### src/rtl/spi_resp_pkg.sv
// Shared types and constants for the SPI frame responder.
`timescale 1ns/1ps
package spi_resp_pkg;

  typedef enum logic [2:0] {
    StIdle,
    StCmd,
    StHeader,
    StPayload,
    StTail
  } resp_state_t;

  localparam logic [7:0] CMD_VIDEO     = 8'h01;
  localparam logic [7:0] CMD_AUDIO     = 8'h02;
  localparam logic [7:0] HDR_VIDEO_DEF = 8'hFF;
  localparam logic [7:0] HDR_AUDIO_DEF = 8'hFE;

endpackage

### src/rtl/spi_frame_responder_if.sv
// SPI pins, byte-source handshakes and status flags of the frame responder.
`timescale 1ns/1ps
interface spi_frame_responder_if;
   logic       SPI_clk;
   logic       chip_select;
   logic       MOSI;
   logic       MISO;
   logic [7:0] vid_data;
   logic       vid_valid;
   logic       vid_ready;
   logic [7:0] aud_data;
   logic       aud_valid;
   logic       aud_ready;
   logic       busy;
   logic       frame_done;
   logic       frame_abort;
   logic       underrun;

   modport master (
      output SPI_clk, chip_select, MOSI, vid_data, vid_valid, aud_data, aud_valid,
      input  MISO, vid_ready, aud_ready, busy, frame_done, frame_abort, underrun
   );

   modport slave (
      input  SPI_clk, chip_select, MOSI, vid_data, vid_valid, aud_data, aud_valid,
      output MISO, vid_ready, aud_ready, busy, frame_done, frame_abort, underrun
   );
endinterface

### src/rtl/spi_sync_edge.sv
// Two-flop synchronizer with registered rise/fall strobes aligned to the synced level change.
`timescale 1ns/1ps
module spi_sync_edge #(
   parameter logic ResetVal = 1'b0
) (
   input  logic CLK_40,
   input  logic reset_n,
   input  logic async_sig,
   output logic rise,
   output logic fall
);
   logic meta_q;
   logic sync_q;

   always_ff @(posedge CLK_40 or negedge reset_n) begin
      if (!reset_n) begin
         meta_q <= ResetVal;
         sync_q <= ResetVal;
         rise   <= 1'b0;
         fall   <= 1'b0;
      end else begin
         meta_q <= async_sig;
         sync_q <= meta_q;
         rise   <= meta_q & ~sync_q;
         fall   <= ~meta_q & sync_q;
      end
   end
endmodule

### src/rtl/spi_frame_responder.sv
// SPI mode-0 responder: decodes a command byte, answers with header plus video/audio payload.
`timescale 1ns/1ps
module spi_frame_responder
   import spi_resp_pkg::*;
#(
   parameter int unsigned VIDEO_BYTES = 1200,
   parameter int unsigned AUDIO_BYTES = 64,
   parameter logic [7:0]  HDR_VIDEO   = HDR_VIDEO_DEF,
   parameter logic [7:0]  HDR_AUDIO   = HDR_AUDIO_DEF
) (
   input logic                  CLK_40,
   input logic                  reset_n,
   spi_frame_responder_if.slave bus
);
   localparam int unsigned     CntW   = $clog2(VIDEO_BYTES + 1);
   localparam logic [CntW-1:0] VidLen = CntW'(VIDEO_BYTES);
   localparam logic [CntW-1:0] AudLen = CntW'(AUDIO_BYTES);

   logic sck_rise, sck_fall, cs_rise, cs_fall;
   logic mosi_meta, mosi_sync;

   resp_state_t     state;
   logic [7:0]      cmd_sr;
   logic [7:0]      tx_sr;
   logic [2:0]      bit_cnt;
   logic [CntW-1:0] byte_cnt;
   logic            cmd_full, sel_video, done_seen;
   logic            busy_q, vid_ready_q, aud_ready_q, frame_done_q, frame_abort_q, underrun_q;

   logic [CntW-1:0] frame_len;
   logic            last_byte, src_valid;
   logic [7:0]      src_data;

   spi_sync_edge #(.ResetVal(1'b0)) u_sck_sync (
      .CLK_40    (CLK_40),
      .reset_n   (reset_n),
      .async_sig (bus.SPI_clk),
      .rise      (sck_rise),
      .fall      (sck_fall)
   );

   spi_sync_edge #(.ResetVal(1'b1)) u_cs_sync (
      .CLK_40    (CLK_40),
      .reset_n   (reset_n),
      .async_sig (bus.chip_select),
      .rise      (cs_rise),
      .fall      (cs_fall)
   );

   always_ff @(posedge CLK_40 or negedge reset_n) begin
      if (!reset_n) begin
         mosi_meta <= 1'b0;
         mosi_sync <= 1'b0;
      end else begin
         mosi_meta <= bus.MOSI;
         mosi_sync <= mosi_meta;
      end
   end

   always_comb begin
      frame_len = sel_video ? VidLen : AudLen;
      last_byte = (byte_cnt == frame_len);
      src_valid = sel_video ? bus.vid_valid : bus.aud_valid;
      src_data  = sel_video ? bus.vid_data  : bus.aud_data;
   end

   always_ff @(posedge CLK_40 or negedge reset_n) begin
      if (!reset_n) begin
         state         <= StIdle;
         cmd_sr        <= '0;
         tx_sr         <= '0;
         bit_cnt       <= '0;
         byte_cnt      <= '0;
         cmd_full      <= 1'b0;
         sel_video     <= 1'b0;
         done_seen     <= 1'b0;
         busy_q        <= 1'b0;
         vid_ready_q   <= 1'b0;
         aud_ready_q   <= 1'b0;
         frame_done_q  <= 1'b0;
         frame_abort_q <= 1'b0;
         underrun_q    <= 1'b0;
      end else begin
         vid_ready_q   <= 1'b0;
         aud_ready_q   <= 1'b0;
         frame_done_q  <= 1'b0;
         frame_abort_q <= 1'b0;
         // Deselect takes priority over any SCK edge seen in the same cycle.
         if (cs_rise && state != StIdle) begin
            state         <= StIdle;
            tx_sr         <= '0;
            busy_q        <= 1'b0;
            frame_abort_q <= ~done_seen;
         end else begin
            unique case (state)
               StIdle: begin
                  if (cs_fall) begin
                     state      <= StCmd;
                     busy_q     <= 1'b1;
                     tx_sr      <= '0;
                     cmd_sr     <= '0;
                     bit_cnt    <= '0;
                     byte_cnt   <= '0;
                     cmd_full   <= 1'b0;
                     sel_video  <= 1'b0;
                     done_seen  <= 1'b0;
                     underrun_q <= 1'b0;
                  end
               end
               StCmd: begin
                  if (sck_rise && !cmd_full) begin
                     cmd_sr  <= {cmd_sr[6:0], mosi_sync};
                     bit_cnt <= bit_cnt + 3'd1;
                     if (bit_cnt == 3'd7) cmd_full <= 1'b1;
                  end else if (sck_fall && cmd_full) begin
                     // The complete byte is acted on at the boundary fall that loads the header.
                     unique case (cmd_sr)
                        CMD_VIDEO: begin
                           sel_video <= 1'b1;
                           tx_sr     <= HDR_VIDEO;
                           state     <= StHeader;
                        end
                        CMD_AUDIO: begin
                           sel_video <= 1'b0;
                           tx_sr     <= HDR_AUDIO;
                           state     <= StHeader;
                        end
                        default: state <= StTail;
                     endcase
                  end
               end
               StHeader, StPayload: begin
                  if (sck_rise) begin
                     bit_cnt <= bit_cnt + 3'd1;
                     if (state == StPayload && bit_cnt == 3'd7 && last_byte) begin
                        frame_done_q <= 1'b1;
                        done_seen    <= 1'b1;
                     end
                  end else if (sck_fall) begin
                     if (bit_cnt != 3'd0) begin
                        tx_sr <= {tx_sr[6:0], 1'b0};
                     end else if (last_byte) begin
                        state <= StTail;
                        tx_sr <= '0;
                     end else begin
                        state    <= StPayload;
                        byte_cnt <= byte_cnt + CntW'(1);
                        if (src_valid) begin
                           tx_sr       <= src_data;
                           vid_ready_q <= sel_video;
                           aud_ready_q <= ~sel_video;
                        end else begin
                           tx_sr      <= '0;
                           underrun_q <= 1'b1;
                        end
                     end
                  end
               end
               StTail: ;
               default: state <= StIdle;
            endcase
         end
      end
   end

   assign bus.MISO        = tx_sr[7];
   assign bus.busy        = busy_q;
   assign bus.vid_ready   = vid_ready_q;
   assign bus.aud_ready   = aud_ready_q;
   assign bus.frame_done  = frame_done_q;
   assign bus.frame_abort = frame_abort_q;
   assign bus.underrun    = underrun_q;
endmodule

### src/flat_wrapper.sv
// flat-port wrapper written by rule: the top's interface ports become plain ports
module spi_frame_responder_flat import spi_resp_pkg::*;
#(
   parameter int unsigned VIDEO_BYTES = 1200,
   parameter int unsigned AUDIO_BYTES = 64,
   parameter logic [7:0]  HDR_VIDEO   = HDR_VIDEO_DEF,
   parameter logic [7:0]  HDR_AUDIO   = HDR_AUDIO_DEF
)
  (CLK_40, reset_n, bus_SPI_clk, bus_chip_select, bus_MOSI, bus_vid_data, bus_vid_valid, bus_aud_data, bus_aud_valid, bus_MISO, bus_vid_ready, bus_aud_ready, bus_busy, bus_frame_done, bus_frame_abort, bus_underrun);
  spi_frame_responder_if bus_i ();
  input logic CLK_40;
  input logic reset_n;
  input wire logic [$bits(bus_i.SPI_clk)-1:0] bus_SPI_clk;
  input wire logic [$bits(bus_i.chip_select)-1:0] bus_chip_select;
  input wire logic [$bits(bus_i.MOSI)-1:0] bus_MOSI;
  input wire logic [$bits(bus_i.vid_data)-1:0] bus_vid_data;
  input wire logic [$bits(bus_i.vid_valid)-1:0] bus_vid_valid;
  input wire logic [$bits(bus_i.aud_data)-1:0] bus_aud_data;
  input wire logic [$bits(bus_i.aud_valid)-1:0] bus_aud_valid;
  output wire logic [$bits(bus_i.MISO)-1:0] bus_MISO;
  output wire logic [$bits(bus_i.vid_ready)-1:0] bus_vid_ready;
  output wire logic [$bits(bus_i.aud_ready)-1:0] bus_aud_ready;
  output wire logic [$bits(bus_i.busy)-1:0] bus_busy;
  output wire logic [$bits(bus_i.frame_done)-1:0] bus_frame_done;
  output wire logic [$bits(bus_i.frame_abort)-1:0] bus_frame_abort;
  output wire logic [$bits(bus_i.underrun)-1:0] bus_underrun;
  assign bus_i.SPI_clk = bus_SPI_clk;
  assign bus_i.chip_select = bus_chip_select;
  assign bus_i.MOSI = bus_MOSI;
  assign bus_i.vid_data = bus_vid_data;
  assign bus_i.vid_valid = bus_vid_valid;
  assign bus_i.aud_data = bus_aud_data;
  assign bus_i.aud_valid = bus_aud_valid;
  assign bus_MISO = bus_i.MISO;
  assign bus_vid_ready = bus_i.vid_ready;
  assign bus_aud_ready = bus_i.aud_ready;
  assign bus_busy = bus_i.busy;
  assign bus_frame_done = bus_i.frame_done;
  assign bus_frame_abort = bus_i.frame_abort;
  assign bus_underrun = bus_i.underrun;
  spi_frame_responder #(.VIDEO_BYTES(VIDEO_BYTES), .AUDIO_BYTES(AUDIO_BYTES), .HDR_VIDEO(HDR_VIDEO), .HDR_AUDIO(HDR_AUDIO)) u_core (.CLK_40(CLK_40), .reset_n(reset_n), .bus(bus_i));
endmodule
### config.mk
export PLATFORM = sky130hd
export DESIGN_NAME = spi_frame_responder_flat
export DESIGN_NICKNAME = d
export VERILOG_FILES = /design/src/rtl/spi_resp_pkg.sv /design/src/rtl/spi_frame_responder_if.sv /design/src/rtl/spi_sync_edge.sv /design/src/rtl/spi_frame_responder.sv /design/src/flat_wrapper.sv
export SDC_FILE = /design/constraint.sdc
export NUM_CORES = 1
export LEC_CHECK = 0
export CAP_MARGIN = 20
export CORE_MARGIN = 4
export CORE_UTILIZATION = 40
export CTS_CLUSTER_SIZE = 14
export DETAILED_ROUTE_END_ITERATION = 8
export PLACE_DENSITY = 0.57
export SKIP_LAST_GASP = 1
export SYNTH_ARGS = -nofsm -noshare
export SYNTH_HDL_FRONTEND = slang
export SYNTH_HIERARCHICAL = 1
export SYNTH_SLANG_ARGS = --single-unit
### constraint.sdc
create_clock -name CLK_40 -period 2.66 [get_ports CLK_40]
set_clock_uncertainty 0.1 [all_clocks]
set_input_delay 0.266 -clock CLK_40 [delete_from_list [all_inputs] [get_ports CLK_40]]
set_output_delay 0.266 -clock CLK_40 [all_outputs]
set_load 0.02 [all_outputs]
==> flow_summary_export.csv, run 1 <==
group,metric,value,unit
placed_design,place_area,3050,µm²
floorplanning,die_x,89.2,µm
placed_design,io_buffers,29,
floorplanning,start_util,0.413,
synth,ys_types,57,
clock_network,cts_tree,"yes",
drt,wl,5640,µm
worst_setup_path,r2r_start,"u_core/byte_cnt[7]",
sta,worstMarginPinSlew,0.938,ns
power_and_ir_drop,p_int,1.65,mW
worst_setup_path,ff2ff_setup_slack,0.44,ns
clock_network,numCtsBuffers,5,
final_layout,antenna_cells,0,
power_and_ir_drop,irDropWorstVdd,0.360,mV
drt,drc_errors,0,
clock_network,ctsResizeCount,0,
synth,synth_edf_count,0,
synth,syn_inst,255,
floorplanning,core,6390,µm²
grt,grt-ovfl-total,0,
drt,drt-initial-drc-count,125,
final_layout,fill_cells,613,
worst_setup_path,crit_top_cell,"o22a_1",
clock_network,cts.sinks,52,
sta,hold_viol,16,
worst_hold_path,hold_class,"in -> async",
synth,synth_ff_type,"dfrtp_1",
worst_setup_path,end_kind,"flop",
grt,grt_pass1_vias,2021,
final_layout,drive_above_1_share,0.116,
power_and_ir_drop,power_frac_seq,0.392,
power_and_ir_drop,swShare,0.368,
sta,relSlewSlack,0.374,
sta,drv_slew,0,
drt,ant_nets,0,
power_and_ir_drop,pwr-share-clk,0.222,
worst_setup_path,r2r-end,"u_core/tx_sr[5]",
worst_setup_path,crit_slowest_cell,"or4b_1",
flow_run,drv_cap,0,
clock_network,cts_hold_buf,0,
sta,final.period_utilization,0.833,
drt,vias,2062,
synth,async_flop_share,1.00,
grt,grt_max_degree,44,
sta,setup_violations,0,
clock_network,cts_setup_buffers,0,
grt,grt_pass1_wl,9560,µm
worst_setup_path,critical_path_class,"reg -> reg",
power_and_ir_drop,combPwrFrac,0.387,
run_status,status,"finished, violations left",
clock_network,cts_root_buffer,"clkbuf_8",
clock_network,clk_pin_slew,0.10,ns
worst_setup_path,crit_chain,"or4b_1 > o22a_1 > o21ai_1 > o22a_1 > o21ai_2",
clock_network,cts_buffer_depth,2,
drt,vias_per_cell,5.59,
power_and_ir_drop,power_density,821,nW/µm²
grt,antenna_found_initial,0,
run_status,failed_checks,"hold timing",
placed_design,gp_congestion,0.808,
drt,detail_route.wl_per_cell,15.3,µm
worst_setup_path,slowest_delay,0.56,ns
worst_setup_path,reg2reg_depth,5,
final_layout,final_area,3180,µm²
floorplanning,dieHeight,89.2,µm
worst_setup_path,worstPathRequired,2.76,ns
synth,syn_area,2640,µm²
power_and_ir_drop,switchingPower,0.960,mW
power_and_ir_drop,p_leak,1.39,nW
synth,synth-seq-area-share,0.494,
synth,ys.warnings.count,6,
sta,max_freq,451,MHz
clock_network,cts_max_level,2,
worst_setup_path,start_kind,"flop",
synth,avgSynthCellArea,10.4,µm²
placed_design,hpwl,4060,µm
floorplanning,row_count,29,
sta,rsz0062_at_grt,"no",
worst_setup_path,crit_arrival,2.31,ns
sta,period_minus_slack,2.22,ns
synth,syn-num-nets,283,
synth,synth_seq_cells,52,
final_layout,area_delta_synth_final,20.3,%
clock_network,clk-insertion-delay-late,0.31,ns
final_layout,final_nets,319,
drt,firstDrtPassIters,4,
worst_setup_path,crit_fanout,7,
sta,whs,-0.00466,ns
floorplanning,io_pins,30,
grt,grt.total_usage,0.154,
sta,tns,0,ns
floorplanning,die_area,7960,µm²
power by group through the flow:
stage               Sequential (mW)  Clock, mW  Combinational [mW]
floorplan                      1.01          0               0.709
CTS                            1.02      0.596                1.01
global placement               1.03          0                1.00
finish                         1.02      0.578                1.01
detailed placement             1.04          0               0.999
global route                   1.04      0.626                1.11
state kept, by name, summed over array words and instances (netlist names), 3 cells and up:
name	flops
u_core/byte_cnt	11
u_core/cmd_sr	8
u_core/state	3
u_core/tx_sr	8
u_core/bit_cnt	3
metal layers:
layer / GRT usage / up-vias / wire length [µm]
met5: 0 / - / 0
met4: 0.0595 / 0 / 75
met3: 0.0194 / 7 / 309
met2: 0.242 / 61 / 2590
met1: 0.218 / 994 / 2660
li1: - / 1000 / -
cells in the final DEF, fill, tap and decap left out, drive strengths merged, types with 2 or more instances in the layout:
cell type	netlist	layout
nand3b	3	3
nand4	5	5
clkbuf	7	6
ha	5	5
a22o	9	9
and2b	2	2
clkdlybuf4s50	0	28
and3	5	5
o21a	2	2
and4b	2	2
xor2	7	7
nor2	22	22
a31oi	3	3
nor3	2	2
inv	8	8
buf	2	10
nor4	2	2
o31ai	2	2
nand2b	6	6
o22a	8	8
dfstp	2	2
or4b	2	2
a21oi	11	11
mux2i	8	8
nor2b	5	5
or2	3	3
nand2	24	24
or4	3	3
o41ai	2	2
dfrtp	50	50
nand3	4	4
o21ai	22	22
per-stage QoR:
stage | setup WS [ns] | instances | power (mW) | utilization | hold WS, ns
6_report | 0.444 | 369 | 2.61 | 0.497 | -0.00466
5_1_grt | 0.323 | 369 | 2.78 | 0.497 | 0.0761
4_1_cts | 0.435 | 369 | 2.62 | 0.497 | 0.0265
3_5_place_dp | 0.453 | 361 | 2.03 | 0.478 | 0.241
3_3_place_gp | 0.448 | 361 | 2.04 | 0.478 | 0.236
2_1_floorplan | 0.727 | 255 | 1.71 | - | -0.130
cells by family (layout without fill, tap and decap cells):
logic type / Yosys count / in the layout / share of synthesized area
AO/OA/AOI/OAI: 70 / 70 / 0.192
adder cells (fa/ha/maj): 5 / 5 / 0.0237
AND/OR/NAND/NOR: 95 / 95 / 0.208
multiplexers: 9 / 9 / 0.0346
buffers and inverters: 17 / 54 / 0.0246
flip-flops: 52 / 52 / 0.494
XOR/XNOR: 7 / 7 / 0.0232
how the worst max path moves through the flow:
stage,start,endpoint,slack [ns],cells past startpoint
floorplan,u_core/cmd_sr[2],u_core/tx_sr[0],0.73,5
global placement,u_core/byte_cnt[7],u_core/tx_sr[5],0.45,5
detailed placement,u_core/byte_cnt[7],u_core/tx_sr[5],0.45,5
CTS,u_core/byte_cnt[7],u_core/tx_sr[5],0.44,5
global route,u_core/byte_cnt[7],u_core/tx_sr[2],0.32,5
finish,u_core/byte_cnt[7],u_core/tx_sr[5],0.44,5
layout make-up:
type | count | area [µm²] | share of cell area
sequential | 52 | 1300 | 0.411
timing repair buffer | 38 | 353 | 0.111
inverter | 8 | 30.0 | 0.00946
tap | 77 | 96.3 | 0.0303
multi-input combinational | 186 | 1270 | 0.400
clock buffer | 6 | 82.6 | 0.0260
clock inverter | 2 | 38.8 | 0.0122
synth_stat cells (2+ instances only):
cell / number / area [µm²]
ha_1: 5 / 62.6
a21oi_1: 11 / 55.1
o21a_1: 2 / 15.0
nand4_1: 5 / 31.3
nand3b_1: 2 / 15.0
and4b_1: 2 / 20.0
inv_1: 8 / 30.0
mux2i_1: 8 / 80.1
or2_2: 2 / 12.5
and3_1: 5 / 31.3
xor2_1: 7 / 61.3
dfstp_2: 2 / 52.6
nand2b_1: 6 / 37.5
clkbuf_1: 7 / 26.3
a22o_1: 9 / 78.8
nor2b_1: 5 / 31.3
or4b_1: 2 / 20.0
nand2_1: 24 / 90.1
or4_1: 2 / 15.0
dfrtp_1: 50 / 1250
o21ai_1: 16 / 80.1
nor2_1: 22 / 82.6
a31oi_1: 3 / 18.8
o21ai_0: 4 / 20.0
o22a_1: 8 / 70.1
o31ai_1: 2 / 15.0
nand3_1: 4 / 20.0
and2b_2: 2 / 17.5
o21ai_2: 2 / 17.5
critical path, delay by kind of cell (launching register included):
kind / cells / cell delay [ns]
compound gates: 4 / 1.01
simple gates: 1 / 0.56
flops: 1 / 0.43
(Power assumes the default switching activity.)
==> inputs of run 2 (changes only) <==
clock period = 2.06 ns   (was 2.66 ns; I/O delays follow)
==> run 2 against run 1 <==
The run now ends clean. Critical path depth grew 3. Via count up 2.3%. Sequential cell count unchanged. Non-clock buffer count is 20 higher. Largest cell class is now multi-input combinational cells. Largest power group is now combinational cells.
==> flow_summary_export.csv, run 2 (synthesized netlist as in run 1, its figures left out) <==
group,metric,value,unit
run_status,status,"finished clean",
worst_setup_path,ff2ff_setup_slack,0.08,ns
worst_setup_path,crit_arrival,2.08,ns
drt,drt-initial-drc-count,78,
sta,hold_viol,0,
final_layout,layout_commonest_cell,"dfrtp_1",
worst_setup_path,r2r_start,"u_core/bit_cnt[0]",
power_and_ir_drop,p_leak,1.51,nW
placed_design,hpwl,4210,µm
floorplanning,die_area,7960,µm²
worst_hold_path,min_to,"u_core/u_cs_sync/meta_q",
power_and_ir_drop,irDropWorstVdd,0.477,mV
power_and_ir_drop,p_int,2.26,mW
final_layout,largest_reg_flops,11,
sta,layout_setup_ws,0.0805,ns
worst_setup_path,worstPathRequired,2.16,ns
final_layout,final-instance-count-excl-fill,389,
sta,worstMarginPinSlew,0.657,ns
grt,antenna_found_initial,0,
grt,grt_pass1_wl,9750,µm
grt,grt_pass1_vias,2024,
drt,wl,5900,µm
floorplanning,core,6390,µm²
worst_setup_path,start_kind,"flop",
drt,detail_route.wl_per_cell,15.2,µm
drt,firstDrtPassIters,4,
sta,drv_slew,0,
drt,drc_errors,0,
sta,relSlewSlack,0.562,
drt,ant_nets,0,
grt,grt_max_degree,53,
final_layout,area_delta_synth_final,27.7,%
final_layout,antenna_cells,0,
floorplanning,die_x,89.2,µm
final_layout,reg.largest.list,"u_core/byte_cnt (11), u_core/cmd_sr (8), u_core/tx_sr (8)",
worst_hold_path,holdPathStages,1,
clock_network,clk_pin_slew,0.10,ns
placed_design,placed_cells,377,
placed_design,io_buffers,29,
drt,vias_per_cell,5.42,
floorplanning,io_pins,30,
clock_network,cts_root_buffer,"clkbuf_8",
sta,max_freq,505,MHz
drt,vias,2110,
final_layout,drive_above_1_share,0.189,
sta,whs,0.199,ns
placed_design,place_ws,0.0530,ns
clock_network,cts_max_level,2,
sta,tns,0,ns
sta,final.period_utilization,0.961,
power_and_ir_drop,finalPower,3.55,mW
grt,grt.total_usage,0.159,
worst_setup_path,crit_fanout,5,
worst_setup_path,reg2reg_depth,8,
worst_hold_path,hold_class,"in -> reg",
grt,grt-ovfl-total,0,
flow_run,drv_cap,0,
power_and_ir_drop,switchingPower,1.28,mW
worst_setup_path,crit_start,"u_core/bit_cnt[0]",
worst_hold_path,hold_start,"bus_chip_select",
power_and_ir_drop,power_density,1050,nW/µm²
power_and_ir_drop,power_frac_seq,0.361,
final_layout,fill_cells,597,
worst_setup_path,end_kind,"flop",
clock_network,cts_buffer_depth,2,
placed_design,gp_congestion,0.821,
worst_setup_path,r2r-end,"u_core/byte_cnt[2]",
sta,period_minus_slack,1.98,ns
sta,rsz0062_at_grt,"yes",
floorplanning,row_count,29,
floorplanning,start_util,0.413,
power_and_ir_drop,combPwrFrac,0.430,
clock_network,clk-insertion-delay-late,0.31,ns
clock_network,cts.sinks,52,
final_layout,final_nets,339,
clock_network,cts_tree,"yes",
final_layout,layout_common_cells,"dfrtp_1 (50), clkdlybuf4s50_1 (28), buf_4 (27), nand2_1 (24), nor2_1 (22)",
sta,setup_violations,0,
floorplanning,dieHeight,89.2,µm
power_and_ir_drop,pwr-share-clk,0.208,
worst_setup_path,critical_path_class,"reg -> reg",
clock_network,numCtsBuffers,5,
power_and_ir_drop,swShare,0.362,
final_layout,largest_register,"u_core/byte_cnt",
-- run 2: cell count changes in the layout (fill, tap and decap cells not counted), sizes merged --
cell / delta
dlygate4sd3: +1
buf: +19
-- run 2: stage by stage --
| step | cell area [µm²] | util |
|---|---|---|
| floorplan | 2640 | - |
| global placement | 3170 | 0.497 |
| detailed placement | 3170 | 0.497 |
| CTS | 3310 | 0.518 |
| global route | 3370 | 0.528 |
| finish | 3370 | 0.528 |
-- run 2: metal layers --
layer	track usage	routed length [µm]	vias to the layer above
met5	0	0	-
li1	-	-	1038
met1	0.225	2870	1027
met4	0.0528	80	0
met2	0.245	2710	39
met3	0.0313	239	6
-- run 2: worst max-delay path: stages, from the launching register on --
cell	delay (ns)
dfrtp_1	0.40
inv_1	0.08
ha_1	0.19
nand2b_4	0.08
buf_6	0.12
o41ai_4	0.30
o31a_1	0.33
a21oi_1	0.10
a31o_1	0.18
-- run 2: cell type report --
type | instances | area (µm²) | share of cell area
Sequential cell | 52 | 1300 | 0.387
Timing Repair Buffer | 58 | 509 | 0.151
Clock inverter | 2 | 38.8 | 0.0115
Tap cell | 77 | 96.3 | 0.0286
Inverter | 8 | 30.0 | 0.00891
Multi-Input combinational cell | 186 | 1310 | 0.389
Clock buffer | 6 | 82.6 | 0.0245
-- run 2: worst max path at each step --
stage	end	slack, ns	cells after the start
4_1_cts	u_core/tx_sr[2]	0.02	5
2_1_floorplan	u_core/tx_sr[0]	0.13	5
3_3_place_gp	u_core/tx_sr[3]	0.09	5
6_report	u_core/byte_cnt[2]	0.08	8
3_5_place_dp	u_core/tx_sr[2]	0.05	5
5_1_grt	u_core/tx_sr[0]	-0.006	5
-- run 2: timing repair --
item | CTS | global route
hold buffers | 1 | 0
hold endpoints to repair | 50 | 0
gates resized for setup | 0 | 8
buffers inserted | 0 | 3
setup endpoints to repair | 0 | 13
-- run 2: power groups by stage --
stage / Sequential [mW] / Combinational (mW) / Clock (mW)
2_1_floorplan: 1.30 / 0.915 / 0
6_report: 1.28 / 1.53 / 0.739
5_1_grt: 1.31 / 1.67 / 0.808
3_3_place_gp: 1.30 / 1.46 / 0
4_1_cts: 1.28 / 1.47 / 0.769
3_5_place_dp: 1.30 / 1.46 / 0
==> inputs of run 3 (changes only) <==
CORE_UTILIZATION = 56   (was 40)
PLACE_DENSITY = 0.77   (was 0.57)
==> run 3 against run 2 <==
Total power down 2.2%. Sequential cell count unchanged. Cell area down 2.1%. Sequential share of layout area up 0.84 points. Hold slack worse by 0.0017 ns. First-iteration DRC count rose to 2.8 times the previous value. Final cell count down 7.5%. Via count down 1.2%. Non-clock buffer count down 4. Global-route usage up 4.6 points.
==> flow_summary_export.csv, run 3 (synthesized netlist as in run 1, its figures left out) <==
group,metric,value,unit
drt,vias_per_cell,5.79,
worst_setup_path,crit_chain,"or4_4 > nor4b_4 > o221ai_2 > nand3b_4 > o21ai_2",
worst_setup_path,crit_start,"u_core/cmd_sr[2]",
grt,grt_max_degree,53,
floorplanning,die_x,76.7,µm
grt,grt.total_usage,0.205,
placed_design,io_buffers,29,
sta,setup_violations,0,
placed_design,place_ws,0.0847,ns
final_layout,fill_cells,319,
grt,grt-ovfl-total,0,
drt,detail_route.wl_per_cell,15.3,µm
worst_setup_path,cp_top_family,"simple AND/OR/NAND/NOR gates",
clock_network,cts_root_buffer,"clkbuf_8",
worst_setup_path,end_kind,"flop",
final_layout,area_delta_synth_final,25.0,%
drt,firstDrtPassIters,4,
placed_design,hpwl,3990,µm
sta,layout_setup_ws,0.0665,ns
final_layout,layout_commonest_cell,"dfrtp_1",
final_layout,antenna_cells,0,
drt,wl,5520,µm
flow_run,drv_cap,0,
floorplanning,core,4440,µm²
sta,worstMarginPinSlew,0.475,ns
drt,vias,2084,
worst_setup_path,start_kind,"flop",
worst_setup_path,slowest_delay,0.59,ns
final_layout,final-instance-count-excl-fill,360,
placed_design,placed_cells,348,
worst_setup_path,crit_slowest_cell,"or4_4",
grt,grt_pass1_wl,9770,µm
sta,final.period_utilization,0.968,
final_layout,final-seq-area,1300,µm²
sta,relSlewSlack,0.681,
floorplanning,die_area,5880,µm²
power_and_ir_drop,p_leak,1.49,nW
floorplanning,dieHeight,76.7,µm
clock_network,numCtsBuffers,5,
floorplanning,row_count,24,
final_layout,multiInputGateArea,1300,µm²
placed_design,gp_congestion,0.942,
clock_network,cts_buffer_depth,2,
clock_network,clk-insertion-delay-late,0.31,ns
worst_setup_path,critical_path_class,"reg -> reg",
run_status,status,"finished clean",
sta,max_freq,502,MHz
drt,drc_errors,0,
worst_setup_path,crit_arrival,2.13,ns
sta,drv_slew,0,
worst_setup_path,path_buf_inv,0,
clock_network,cts_tree,"yes",
final_layout,largest_reg_flops,11,
final_layout,layout_common_cells,"dfrtp_1 (50), clkdlybuf4s50_1 (28), nand2_1 (24), buf_4 (23), nor2_1 (22)",
worst_setup_path,crit_fanout,8,
final_layout,final_nets,335,
sta,rsz0062_at_grt,"yes",
clock_network,clk_pin_slew,0.10,ns
power_and_ir_drop,irDropWorstVdd,0.546,mV
final_layout,drive_above_1_share,0.179,
sta,hold_viol,0,
worst_setup_path,r2r_start,"u_core/cmd_sr[2]",
floorplanning,io_pins,30,
final_layout,final_core_util,0.742,
drt,ant_nets,0,
final_layout,largest_register,"u_core/byte_cnt",
worst_hold_path,hold_class,"in -> reg",
floorplanning,start_util,0.594,
grt,antenna_found_initial,0,
final_layout,reg.largest.list,"u_core/byte_cnt (11), u_core/cmd_sr (8), u_core/tx_sr (8)",
worst_setup_path,worstPathRequired,2.20,ns
clock_network,cts.sinks,52,
grt,grt_pass1_vias,2025,
power_and_ir_drop,power_density,1050,nW/µm²
sta,period_minus_slack,1.99,ns
drt,drt-initial-drc-count,218,
clock_network,cts_max_level,2,
worst_hold_path,hold_start,"bus_chip_select",
final_layout,final_area,3300,µm²
placed_design,place_area,3130,µm²
## run 3: metrics by stage
step | TNS (ns) | power [mW] | hold WS [ns]
after detailed placement | 0 | 2.72 | 0.115
after floorplan | 0 | 2.21 | -0.190
final | 0 | 3.47 | 0.198
after global routing | -0.0692 | 3.71 | 0.191
after global placement | 0 | 2.69 | 0.113
after CTS | 0 | 3.44 | 0.186
## run 3: area by class of cell
| class | count | share of cell area |
|---|---|---|
| clock buffer | 5 | 0.0209 |
| clock inverter | 3 | 0.0144 |
| inverter | 8 | 0.00910 |
| multi-input combinational | 186 | 0.393 |
| sequential | 52 | 0.395 |
| tap | 52 | 0.0197 |
| timing repair buffer | 54 | 0.148 |
## run 3: layer usage
| layer | wire length, µm | part of all wire | GRT usage |
|---|---|---|---|
| met1 | 2630 | 0.48 | 0.284 |
| met2 | 2570 | 0.47 | 0.317 |
| met3 | 232 | 0.042 | 0.0445 |
| met4 | 87 | 0.016 | 0.0725 |
| met5 | 0 | 0 | 0 |
## run 3: where the power goes
group / total, mW / internal [mW] / switching, mW / leakage, nW
combinational: 1.48 / 0.662 / 0.819 / 0.732
clock: 0.712 / 0.366 / 0.346 / 0.0583
sequential: 1.28 / 1.16 / 0.115 / 0.697
## run 3: final timing paths
check	slack, ns	cells after the start	endpoint
worst max-delay path	0.07	5	u_core/tx_sr[1]
worst min-delay path	0.20	1	u_core/u_cs_sync/meta_q
worst max register to register	0.07	5	u_core/tx_sr[1]
worst min register to register	0.27	0	u_core/u_cs_sync/sync_q
max in group asynchronous	1.26	3	u_core/u_cs_sync/meta_q
min in group asynchronous	0.30	3	u_core/cmd_sr[6]
## run 3: timing repair
item                                   CTS  global route
resized for setup                        0             6
buffers inserted                         0             3
hold buffers                             1             0
endpoints found under the hold margin   50             0
setup endpoints to repair                0            12
## run 3: worst register-to-register path: stages (launching register included)
cell	delay (ns)
dfrtp_1	0.41
or4_4	0.59
nor4b_4	0.25
o221ai_2	0.14
nand3b_4	0.26
o21ai_2	0.17
